`src/rtl/cell_op_pipeline.sv`:
```
// rtl/cell_op_pipeline.sv - two-stage saturating per-channel cell processor with valid/ready stream.
// Define SAT_FLAG_EN to add the per-channel sat_flag output.
module cell_op_pipeline #(
  parameter int CHANNEL_WIDTH = 8,
  parameter int CHANNEL_NUM   = 3,
  parameter int CELL_N        = 3,
  parameter int OPCODE_WIDTH  = 4
) (
  input  logic                                                   clk,
  input  logic                                                   rst,
  input  logic                                                   in_valid,
  output logic                                                   in_ready,
  input  logic [OPCODE_WIDTH-1:0]                                opcode,
  input  logic [CHANNEL_WIDTH*CHANNEL_NUM*CELL_N*CELL_N-1:0]     cell_a,
  input  logic [CHANNEL_WIDTH*CHANNEL_NUM*CELL_N*CELL_N-1:0]     cell_b,
  input  logic [CHANNEL_WIDTH*CHANNEL_NUM-1:0]                   user_input,
  output logic                                                   out_valid,
  input  logic                                                   out_ready,
  output logic [CHANNEL_WIDTH*CHANNEL_NUM-1:0]                   result,
  output logic                                                   bad_op
`ifdef SAT_FLAG_EN
  ,
  output logic [CHANNEL_NUM-1:0]                                 sat_flag
`endif
);

  localparam int CW   = CHANNEL_WIDTH;
  localparam int PW   = CHANNEL_WIDTH * CHANNEL_NUM;
  localparam int NPIX = CELL_N * CELL_N;
  localparam int CTR  = (NPIX - 1) / 2;
  localparam int SW   = CHANNEL_WIDTH + $clog2(NPIX);
  localparam logic [CW-1:0] MAXV = {CW{1'b1}};

  localparam logic [OPCODE_WIDTH-1:0] OP_ADD   = OPCODE_WIDTH'(0);
  localparam logic [OPCODE_WIDTH-1:0] OP_ADDI  = OPCODE_WIDTH'(1);
  localparam logic [OPCODE_WIDTH-1:0] OP_SUB   = OPCODE_WIDTH'(2);
  localparam logic [OPCODE_WIDTH-1:0] OP_SUBI  = OPCODE_WIDTH'(3);
  localparam logic [OPCODE_WIDTH-1:0] OP_MULT  = OPCODE_WIDTH'(4);
  localparam logic [OPCODE_WIDTH-1:0] OP_MULTI = OPCODE_WIDTH'(5);
  localparam logic [OPCODE_WIDTH-1:0] OP_DIV2  = OPCODE_WIDTH'(6);
  localparam logic [OPCODE_WIDTH-1:0] OP_INV   = OPCODE_WIDTH'(7);
  localparam logic [OPCODE_WIDTH-1:0] OP_AND   = OPCODE_WIDTH'(8);
  localparam logic [OPCODE_WIDTH-1:0] OP_OR    = OPCODE_WIDTH'(9);
  localparam logic [OPCODE_WIDTH-1:0] OP_NOR   = OPCODE_WIDTH'(10);
  localparam logic [OPCODE_WIDTH-1:0] OP_AVG   = OPCODE_WIDTH'(11);

  logic                      s1Full;
  logic                      s1Moves;
  logic [OPCODE_WIDTH-1:0]   s1Op;
  logic [PW-1:0]             s1A;
  logic [PW-1:0]             s1B;
  logic [PW-1:0]             s1User;
  logic [CHANNEL_NUM*SW-1:0] s1Sum;
  logic [CHANNEL_NUM*SW-1:0] sumNext;
  logic [SW-1:0]             acc;
  logic [PW-1:0]             resNext;
  logic                      badNext;
  logic                      immForm;
  logic [CW-1:0]             chA;
  logic [CW-1:0]             chB;
  logic [CW-1:0]             chU;
  logic [CW-1:0]             opnd;
  logic [CW:0]               sum;
  logic [2*CW-1:0]           prod;
  logic                      unusedCellB;
`ifdef SAT_FLAG_EN
  logic [CHANNEL_NUM-1:0]    satNext;
`endif

  // Only the centre pixel of cell B is ever an operand.
  assign unusedCellB = ^cell_b;

  assign s1Moves  = !out_valid || out_ready;
  assign in_ready = !s1Full || s1Moves;

  // Channel sums over the whole A cell, registered in S1 so S2 only divides.
  always_comb begin
    sumNext = '0;
    acc     = '0;
    for (int c = 0; c < CHANNEL_NUM; c++) begin
      acc = '0;
      for (int k = 0; k < NPIX; k++) begin
        acc = acc + SW'(cell_a[k*PW + c*CW +: CW]);
      end
      sumNext[c*SW +: SW] = acc;
    end
  end

  always_ff @(posedge clk or negedge rst) begin
    if (!rst) begin
      s1Full <= 1'b0;
      s1Op   <= '0;
      s1A    <= '0;
      s1B    <= '0;
      s1User <= '0;
      s1Sum  <= '0;
    end else if (in_ready) begin
      s1Full <= in_valid;
      if (in_valid) begin
        s1Op   <= opcode;
        s1A    <= cell_a[CTR*PW +: PW];
        s1B    <= cell_b[CTR*PW +: PW];
        s1User <= user_input;
        s1Sum  <= sumNext;
      end
    end
  end

  always_comb begin
    resNext = '0;
    badNext = 1'b0;
    chA     = '0;
    chB     = '0;
    chU     = '0;
    opnd    = '0;
    sum     = '0;
    prod    = '0;
`ifdef SAT_FLAG_EN
    satNext = '0;
`endif
    immForm = (s1Op == OP_ADDI) || (s1Op == OP_SUBI) || (s1Op == OP_MULTI);
    for (int c = 0; c < CHANNEL_NUM; c++) begin
      chA  = s1A[c*CW +: CW];
      chB  = s1B[c*CW +: CW];
      chU  = s1User[c*CW +: CW];
      opnd = immForm ? chU : chB;
      sum  = {1'b0, chA} + {1'b0, opnd};
      prod = {{CW{1'b0}}, chA} * {{CW{1'b0}}, opnd};
      case (s1Op)
        OP_ADD, OP_ADDI: begin
          resNext[c*CW +: CW] = sum[CW] ? MAXV : sum[CW-1:0];
`ifdef SAT_FLAG_EN
          satNext[c] = sum[CW];
`endif
        end
        OP_SUB, OP_SUBI: begin
          resNext[c*CW +: CW] = (chA < opnd) ? '0 : chA - opnd;
`ifdef SAT_FLAG_EN
          satNext[c] = chA < opnd;
`endif
        end
        OP_MULT, OP_MULTI: begin
          resNext[c*CW +: CW] = (|prod[2*CW-1:CW]) ? MAXV : prod[CW-1:0];
`ifdef SAT_FLAG_EN
          satNext[c] = |prod[2*CW-1:CW];
`endif
        end
        OP_DIV2: resNext[c*CW +: CW] = chA >> 1;
        OP_INV:  resNext[c*CW +: CW] = ~chA;
        OP_AND:  resNext[c*CW +: CW] = chA & chB;
        OP_OR:   resNext[c*CW +: CW] = chA | chB;
        OP_NOR:  resNext[c*CW +: CW] = ~(chA | chB);
        OP_AVG:  resNext[c*CW +: CW] = CW'(s1Sum[c*SW +: SW] / SW'(NPIX));
        default: begin
          resNext[c*CW +: CW] = chA;
          badNext = 1'b1;
        end
      endcase
    end
  end

  // Result registers only load on a real transfer, so back-pressure holds them stable.
  always_ff @(posedge clk or negedge rst) begin
    if (!rst) begin
      out_valid <= 1'b0;
      result    <= '0;
      bad_op    <= 1'b0;
`ifdef SAT_FLAG_EN
      sat_flag  <= '0;
`endif
    end else if (s1Moves) begin
      out_valid <= s1Full;
      if (s1Full) begin
        result <= resNext;
        bad_op <= badNext;
`ifdef SAT_FLAG_EN
        sat_flag <= satNext;
`endif
      end
    end
  end

endmodule

```
`config.mk`:
```
export PLATFORM = sky130hd
export DESIGN_NAME = cell_op_pipeline
export DESIGN_NICKNAME = d
export VERILOG_FILES = /design/src/rtl/cell_op_pipeline.sv
export SDC_FILE = /design/constraint.sdc
export NUM_CORES = 1
export LEC_CHECK = 0
export ABC_AREA = 1
export ABC_CLOCK_PERIOD_IN_PS = 7000
export BUFFER_PORTS_ARGS = -buffer_cell sky130_fd_sc_hd__buf_4
export CAP_MARGIN = 20
export CORE_MARGIN = 5
export CORE_UTILIZATION = 52
export DETAILED_ROUTE_END_ITERATION = 7
export GPL_TIMING_DRIVEN = 0
export HOLD_SLACK_MARGIN = 0.03
export PLACE_DENSITY = 0.82
export SETUP_SLACK_MARGIN = 0.05
export SLEW_MARGIN = 15
export SYNTH_ARGS = -nofsm -noshare
export SYNTH_HDL_FRONTEND = slang
export SYNTH_SLANG_ARGS = --single-unit
export TNS_END_PERCENT = 100
```
`constraint.sdc`:
```
create_clock -name clk -period 7 [get_ports clk]
set_clock_uncertainty 0.2 [all_clocks]
set_input_delay 0.35 -clock clk [delete_from_list [all_inputs] [get_ports clk]]
set_output_delay 0.35 -clock clk [all_outputs]
set_load 0.01 [all_outputs]
```
==> results of run 1 <==
worst paths after layout:
| kind | to | slack [ns] | cells past startpoint |
|---|---|---|---|
| worst max-delay path | result[5] | 0.17 | 28 |
| worst min-delay path | s1A[18] | 0.05 | 3 |
| worst max register to register | result[5] | 0.17 | 28 |
| worst min register to register | bad_op | 0.30 | 2 |
| max in group asynchronous | s1Op[3] | 5.57 | 3 |
| min in group asynchronous | s1Sum[19] | 0.20 | 2 |
what timing repair did:
action | 4_1_cts | 5_1_grt
buffers inserted | 17 | 34
resized for setup | 131 | 160
pin swaps | 21 | 76
hold buffers | 74 | 0
cloned | 1 | 1
endpoints found under the setup margin | 24 | 24
endpoints found under the hold margin | 131 | 0
cells in the final DEF (no fill, tap or decap), types with 10 or more instances in the layout:
cell	Yosys	layout
nand2_1	515	505
inv_1	439	412
buf_4	0	345
nor2_1	303	272
fa_1	276	272
ha_1	201	184
o21ai_0	215	165
dfrtp_1	139	138
nand3_1	98	93
a21oi_1	110	92
dlygate4sd3_1	0	74
nand2_2	64	73
inv_2	38	62
xor2_1	45	45
clkbuf_1	48	43
nand4_1	39	39
o21ai_2	2	30
o21ai_1	20	30
nor2_2	3	25
o22ai_1	23	23
nor3_1	20	20
clkbuf_16	0	19
a21oi_2	1	17
o21bai_1	19	17
xnor2_1	16	16
nand2_4	15	16
nand3_2	12	14
o31ai_1	16	14
clkinv_1	13	13
o21ai_4	0	12
ha_4	0	12
nor2_4	1	10
flip-flops by register name, indices dropped and copies added (netlist names):
signal     count
s1Op           4
s1Sum         36
s1User        24
result        24
s1A           24
bad_op         1
out_valid      1
s1B           24
s1Full         1
kinds of logic (layout without fill, tap and decap cells):
kind of cell	after synthesis	count (layout)	share of synthesized area, %
AO/OA/AOI/OAI	476	476	12.5
flip-flops	139	139	16.0
adder cells (fa/ha/maj)	477	477	37.0
XOR/XNOR	61	61	2.46
AND/OR/NAND/NOR	1093	1093	22.5
multiplexers	1	1	0.0460
buffers and inverters	547	1005	9.54
cell usage after synthesis (all sizes together), types with 10 or more instances:
| master | number | area, µm² |
|---|---|---|
| nand2 | 594 | 2500 |
| inv | 477 | 1790 |
| nor2 | 307 | 1170 |
| fa | 276 | 5530 |
| o21ai | 237 | 1190 |
| ha | 201 | 2510 |
| dfrtp | 139 | 3480 |
| nand3 | 115 | 698 |
| a21oi | 111 | 559 |
| clkbuf | 48 | 180 |
| nand4 | 47 | 353 |
| xor2 | 45 | 394 |
| o22ai | 23 | 144 |
| nor3 | 20 | 100 |
| o21bai | 19 | 143 |
| o31ai | 16 | 120 |
| xnor2 | 16 | 140 |
| clkinv | 13 | 48.8 |
| a211oi | 10 | 75.1 |
| a221oi | 10 | 87.6 |
layer usage:
layer | global-route usage (%) | up-vias
met5 | 0 | -
met4 | 11.9 | 0
met3 | 7.53 | 221
met2 | 48.3 | 1145
met1 | 40.2 | 10158
li1 | - | 9848
critical path, delay by kind of cell, from the launching register on:
family	cells	cell delay, ns
XOR/XNOR	1	0.15
adder cells (fa/ha/maj)	5	2.45
AND/OR/NAND/NOR	9	1.06
AO/OA/AOI/OAI	7	1.62
flip-flops	1	0.43
buffers and inverters	6	0.76
cell type report:
class                           count  area, µm²
Inverter                          490       1850
Multi-Input combinational cell   2108      17000
Sequential cell                   139       3480
Clock inverter                     15        208
Fill cell                        3414      14200
Buffer                             57        303
Clock buffer                       17        425
Timing Repair Buffer              426       3450
Tap cell                          539        674
stage by stage:
| stage | hold WS, ns | instance area (µm²) | setup TNS, ns | util (%) |
|---|---|---|---|---|
| 2_1_floorplan | -0.146 | 21700 | 0 | - |
| 6_report | 0.0538 | 27400 | 0 | 65.8 |
| 3_3_place_gp | 0.267 | 24700 | -26.41 | 59.2 |
| 3_5_place_dp | 0.119 | 24700 | -28.80 | 59.3 |
| 4_1_cts | 0.0323 | 26600 | 0 | 63.9 |
| 5_1_grt | 0.0515 | 27400 | -0.476 | 65.8 |
==> impl_metrics.env, run 1 <==
export IMPL_portBuffers=298
export IMPL_setup_viol=0
export IMPL_synth_edf_count=0
export IMPL_cts_htree_levels=4
export IMPL_drtIter0Drc=2286
export IMPL_timing_rr_start="s1Op[2]"
export IMPL_slew_headroom_pct=33.6
export IMPL_final_cells=3791
export IMPL_grt_first_pass_wirelength_um=113000
export IMPL_max_cap_violations=0
export IMPL_vias_per_cell=5.64
export IMPL_syn_nets=3735
export IMPL_placementRows=75
export IMPL_netlist_area_um2=21700
export IMPL_clk_latency_ns=0.46
export IMPL_cp_slowest_cell="fa_1"
export IMPL_hp_start="cell_a[114]"
export IMPL_syn_area_per_cell_um2=7.78
export IMPL_overflow=0
export IMPL_io_pins=491
export IMPL_clock_sinks=139
export IMPL_vias=21372
export IMPL_finalHoldViolCount=0
export IMPL_die_area_um2=46000
export IMPL_setup_ws_ns=0.165
export IMPL_drcViolationCount=0
export IMPL_place_congestion=1.03
export IMPL_post_place_ws_ns=-1.56
export IMPL_hp_class="in2reg"
export IMPL_max_freq_mhz=146
export IMPL_highest_layer="met4"
export IMPL_cts_root_buf="clkbuf_16"
export IMPL_start_util_pct=52.2
export IMPL_fp_coreArea_um2=41700
export IMPL_cts_buffers=17
export IMPL_wl_met2_um=32700
export IMPL_antenna_found_initial=0
export IMPL_worstPathRequired_ns=7.13
export IMPL_first_pass_iters=6
export IMPL_yosys_warnings=0
export IMPL_slew_violations=0
export IMPL_critical_path_startpoint="s1Op[2]"
export IMPL_routed_wl_met3_um=7680
export IMPL_grt_max_degree=83
export IMPL_finalCritPeriodShare_pct=97.6
export IMPL_area_delta_synth_final_pct=26.1
export IMPL_tightestPinTransition_ns=0.971
export IMPL_ant_nets=0
export IMPL_fin_nets=4180
export IMPL_clock_path_buffers=2
export IMPL_cp_end_kind="flip-flop"
export IMPL_drive_gt1_share_pct=22.2
export IMPL_synth_async_sr_flop_share_pct=100
export IMPL_outcome="completed"
export IMPL_die_h_um=215
export IMPL_n_antenna_cell=0
export IMPL_drt_total_wl_um=71500
export IMPL_min_period_ns=6.83
export IMPL_cts_tree="yes"
export IMPL_clkTransAtPathRegs_ns=0.08
export IMPL_ys_seq_area_share_pct=16.0
export IMPL_die_x_um=215
export IMPL_place_inst=3632
export IMPL_m1WireLength_um=27900
export IMPL_track_usage_pct=30.4
export IMPL_grt_pass1_vias=21679
export IMPL_ys_ff_latch=139
export IMPL_postSynthCellCount=2794
export IMPL_max_stage_delay_ns=0.56
export IMPL_rsz0062_at_grt="true"
export IMPL_dpl_hpwl_um=55300
export IMPL_crit_type="reg2reg"
export IMPL_cp_common_cell="fa_1"
export IMPL_ys_flop_type="dfrtp_1"
export IMPL_wl_per_cell_um=18.9
export IMPL_crit_path_start_kind="flip-flop"
export IMPL_critPathArrivalTime_ns=6.96
export IMPL_ys_types=55
export IMPL_critPathMaxFanout=6
Power of run 1 is not shown: default switching activity piles up to over one toggle a cycle in this logic, so the estimate is an artifact.
==> inputs of run 2 (changes only) <==
--- a/config.mk
+++ b/config.mk
@@ -14,7 +14,7 @@
 export DETAILED_ROUTE_END_ITERATION = 7
 export GPL_TIMING_DRIVEN = 0
 export HOLD_SLACK_MARGIN = 0.03
-export PLACE_DENSITY = 0.82
+export PLACE_DENSITY_LB_ADDON = 0.15
 export SETUP_SLACK_MARGIN = 0.05
 export SLEW_MARGIN = 15
 export SYNTH_ARGS = -nofsm -noshare
==> run 2 against run 1 <==
- design area is 1.1% lower
- sequential share of layout area increased by 0.14 points
- maximum frequency is 1.2% higher
- worst hold slack lost 0.0036 ns
- critical path depth rose by 6
- first-iteration DRC count fell by 17%
- non-clock buffer count is 12 lower
- sequential cell count stayed put
- critical endpoint is now result[14]
- largest cell class unchanged
- highest routed layer unchanged
==> impl_metrics.env, run 2 (synthesized netlist as in run 1, its figures left out) <==
export IMPL_outcome="completed"
export IMPL_placementRows=75
export IMPL_finalCritPeriodShare_pct=96.5
export IMPL_min_period_ns=6.75
export IMPL_final_cell_mix="nand2_1, inv_1, buf_4, nor2_1, fa_1"
export IMPL_crit_path_start_kind="flip-flop"
export IMPL_max_stage_delay_ns=0.57
export IMPL_clk_latency_ns=0.46
export IMPL_track_usage_pct=31.2
export IMPL_critPathMaxFanout=7
export IMPL_portBuffers=298
export IMPL_first_pass_iters=5
export IMPL_crit_type="reg2reg"
export IMPL_setup_viol=0
export IMPL_grt_pass1_vias=21534
export IMPL_ant_nets=0
export IMPL_cts_htree_levels=4
export IMPL_die_x_um=215
export IMPL_drcViolationCount=0
export IMPL_antenna_found_initial=1
export IMPL_max_freq_mhz=148
export IMPL_max_cap_violations=0
export IMPL_drive_gt1_share_pct=20.7
export IMPL_fp_coreArea_um2=41700
export IMPL_slew_headroom_pct=21.1
export IMPL_slew_violations=0
export IMPL_clock_path_buffers=2
export IMPL_fin_nets=4168
export IMPL_die_h_um=215
export IMPL_vias_per_cell=5.53
export IMPL_fill_cells=3622
export IMPL_cp_slowest_cell="fa_1"
export IMPL_grt_first_pass_wirelength_um=114000
export IMPL_final_common_cell="nand2_1"
export IMPL_crit_family="adder cells"
export IMPL_place_congestion=0.952
export IMPL_clkTransAtPathRegs_ns=0.07
export IMPL_n_antenna_cell=0
export IMPL_worstPathRequired_ns=7.11
export IMPL_vias=20896
export IMPL_die_area_um2=46000
export IMPL_tightestPinTransition_ns=1.18
export IMPL_drtIter0Drc=1903
export IMPL_cp_common_cell="fa_1"
export IMPL_place_inst=3632
export IMPL_cp_num_buf_inv=7
export IMPL_rsz0062_at_grt="true"
export IMPL_hp_class="in2reg"
export IMPL_grt_max_degree=91
export IMPL_dpl_hpwl_um=58800
export IMPL_regMostFlops="s1Sum"
export IMPL_cts_buffers=17
export IMPL_clock_sinks=139
export IMPL_wl_per_cell_um=19.1
export IMPL_drt_total_wl_um=72200
export IMPL_cp_end_kind="flip-flop"
export IMPL_final_cells=3779
export IMPL_overflow=0
export IMPL_area_delta_synth_final_pct=24.7
export IMPL_largest_reg_flops=36
export IMPL_io_pins=491
export IMPL_critPathArrivalTime_ns=6.86
export IMPL_finalHoldViolCount=0
export IMPL_cts_root_buf="clkbuf_16"
export IMPL_cts_tree="yes"
export IMPL_start_util_pct=52.2
-- run 2: path summary, 6_finish.rpt --
kind,start,endpoint,slack (ns),cells past startpoint
setup / recovery,s1Op[2],result[14],0.25,34
hold / removal,cell_a[105],s1A[9],0.05,3
setup reg to reg,s1Op[2],result[14],0.25,34
hold reg to reg,result[8],result[8],0.29,2
max in group asynchronous,rst,s1Op[3],5.59,3
min in group asynchronous,rst,s1User[23],0.18,2
-- run 2: repair_timing --
item | 4_1_cts | 5_1_grt
hold endpoints to repair | 121 | 0
setup endpoints to repair | 24 | 24
resized for setup | 101 | 134
hold buffers | 72 | 0
buffers inserted | 13 | 29
cloned | 1 | 1
pin swaps | 18 | 50
-- run 2: metrics by stage --
| step | util, % | setup TNS, ns | hold WS (ns) | area, µm² | worst slack [ns] |
|---|---|---|---|---|---|
| after floorplan | - | 0 | -0.146 | 21700 | 0.474 |
| after global placement | 59.2 | -27.68 | 0.267 | 24700 | -1.66 |
| after detailed placement | 59.3 | -29.63 | 0.0978 | 24700 | -1.69 |
| after CTS | 63.2 | 0 | 0.0425 | 26300 | 0.0377 |
| after global routing | 65.1 | -0.228 | 0.0413 | 27100 | -0.107 |
| final | 65.1 | 0 | 0.0502 | 27100 | 0.246 |
-- run 2: worst register-to-register path, delay by kind of cell, from the launching register on --
kind	cells	cell delay (ns)
simple gates	12	1.30
compound gates	9	1.41
flops	1	0.41
buf+inv	7	0.76
fa+ha+maj	5	2.39
xor+xnor	1	0.15
-- run 2: layer usage --
layer	routed length, µm	global-route usage, %
met1	30500	42.2
met2	34100	52.2
met3	5900	6.28
met4	1750	7.52
met5	0	0
-- run 2: final cells by class --
cell class | instances | area (µm²) | share of cell area, %
flip-flops and latches | 139 | 3480 | 12.8
multi-input cells | 2108 | 16900 | 62.4
well taps | 539 | 674 | 2.49
repair buffers | 415 | 3350 | 12.3
clock buffers | 20 | 447 | 1.65
clock inverters | 12 | 114 | 0.420
inverters | 490 | 1850 | 6.83
plain buffers | 56 | 289 | 1.07
Power of run 2 is left out for the same reason.
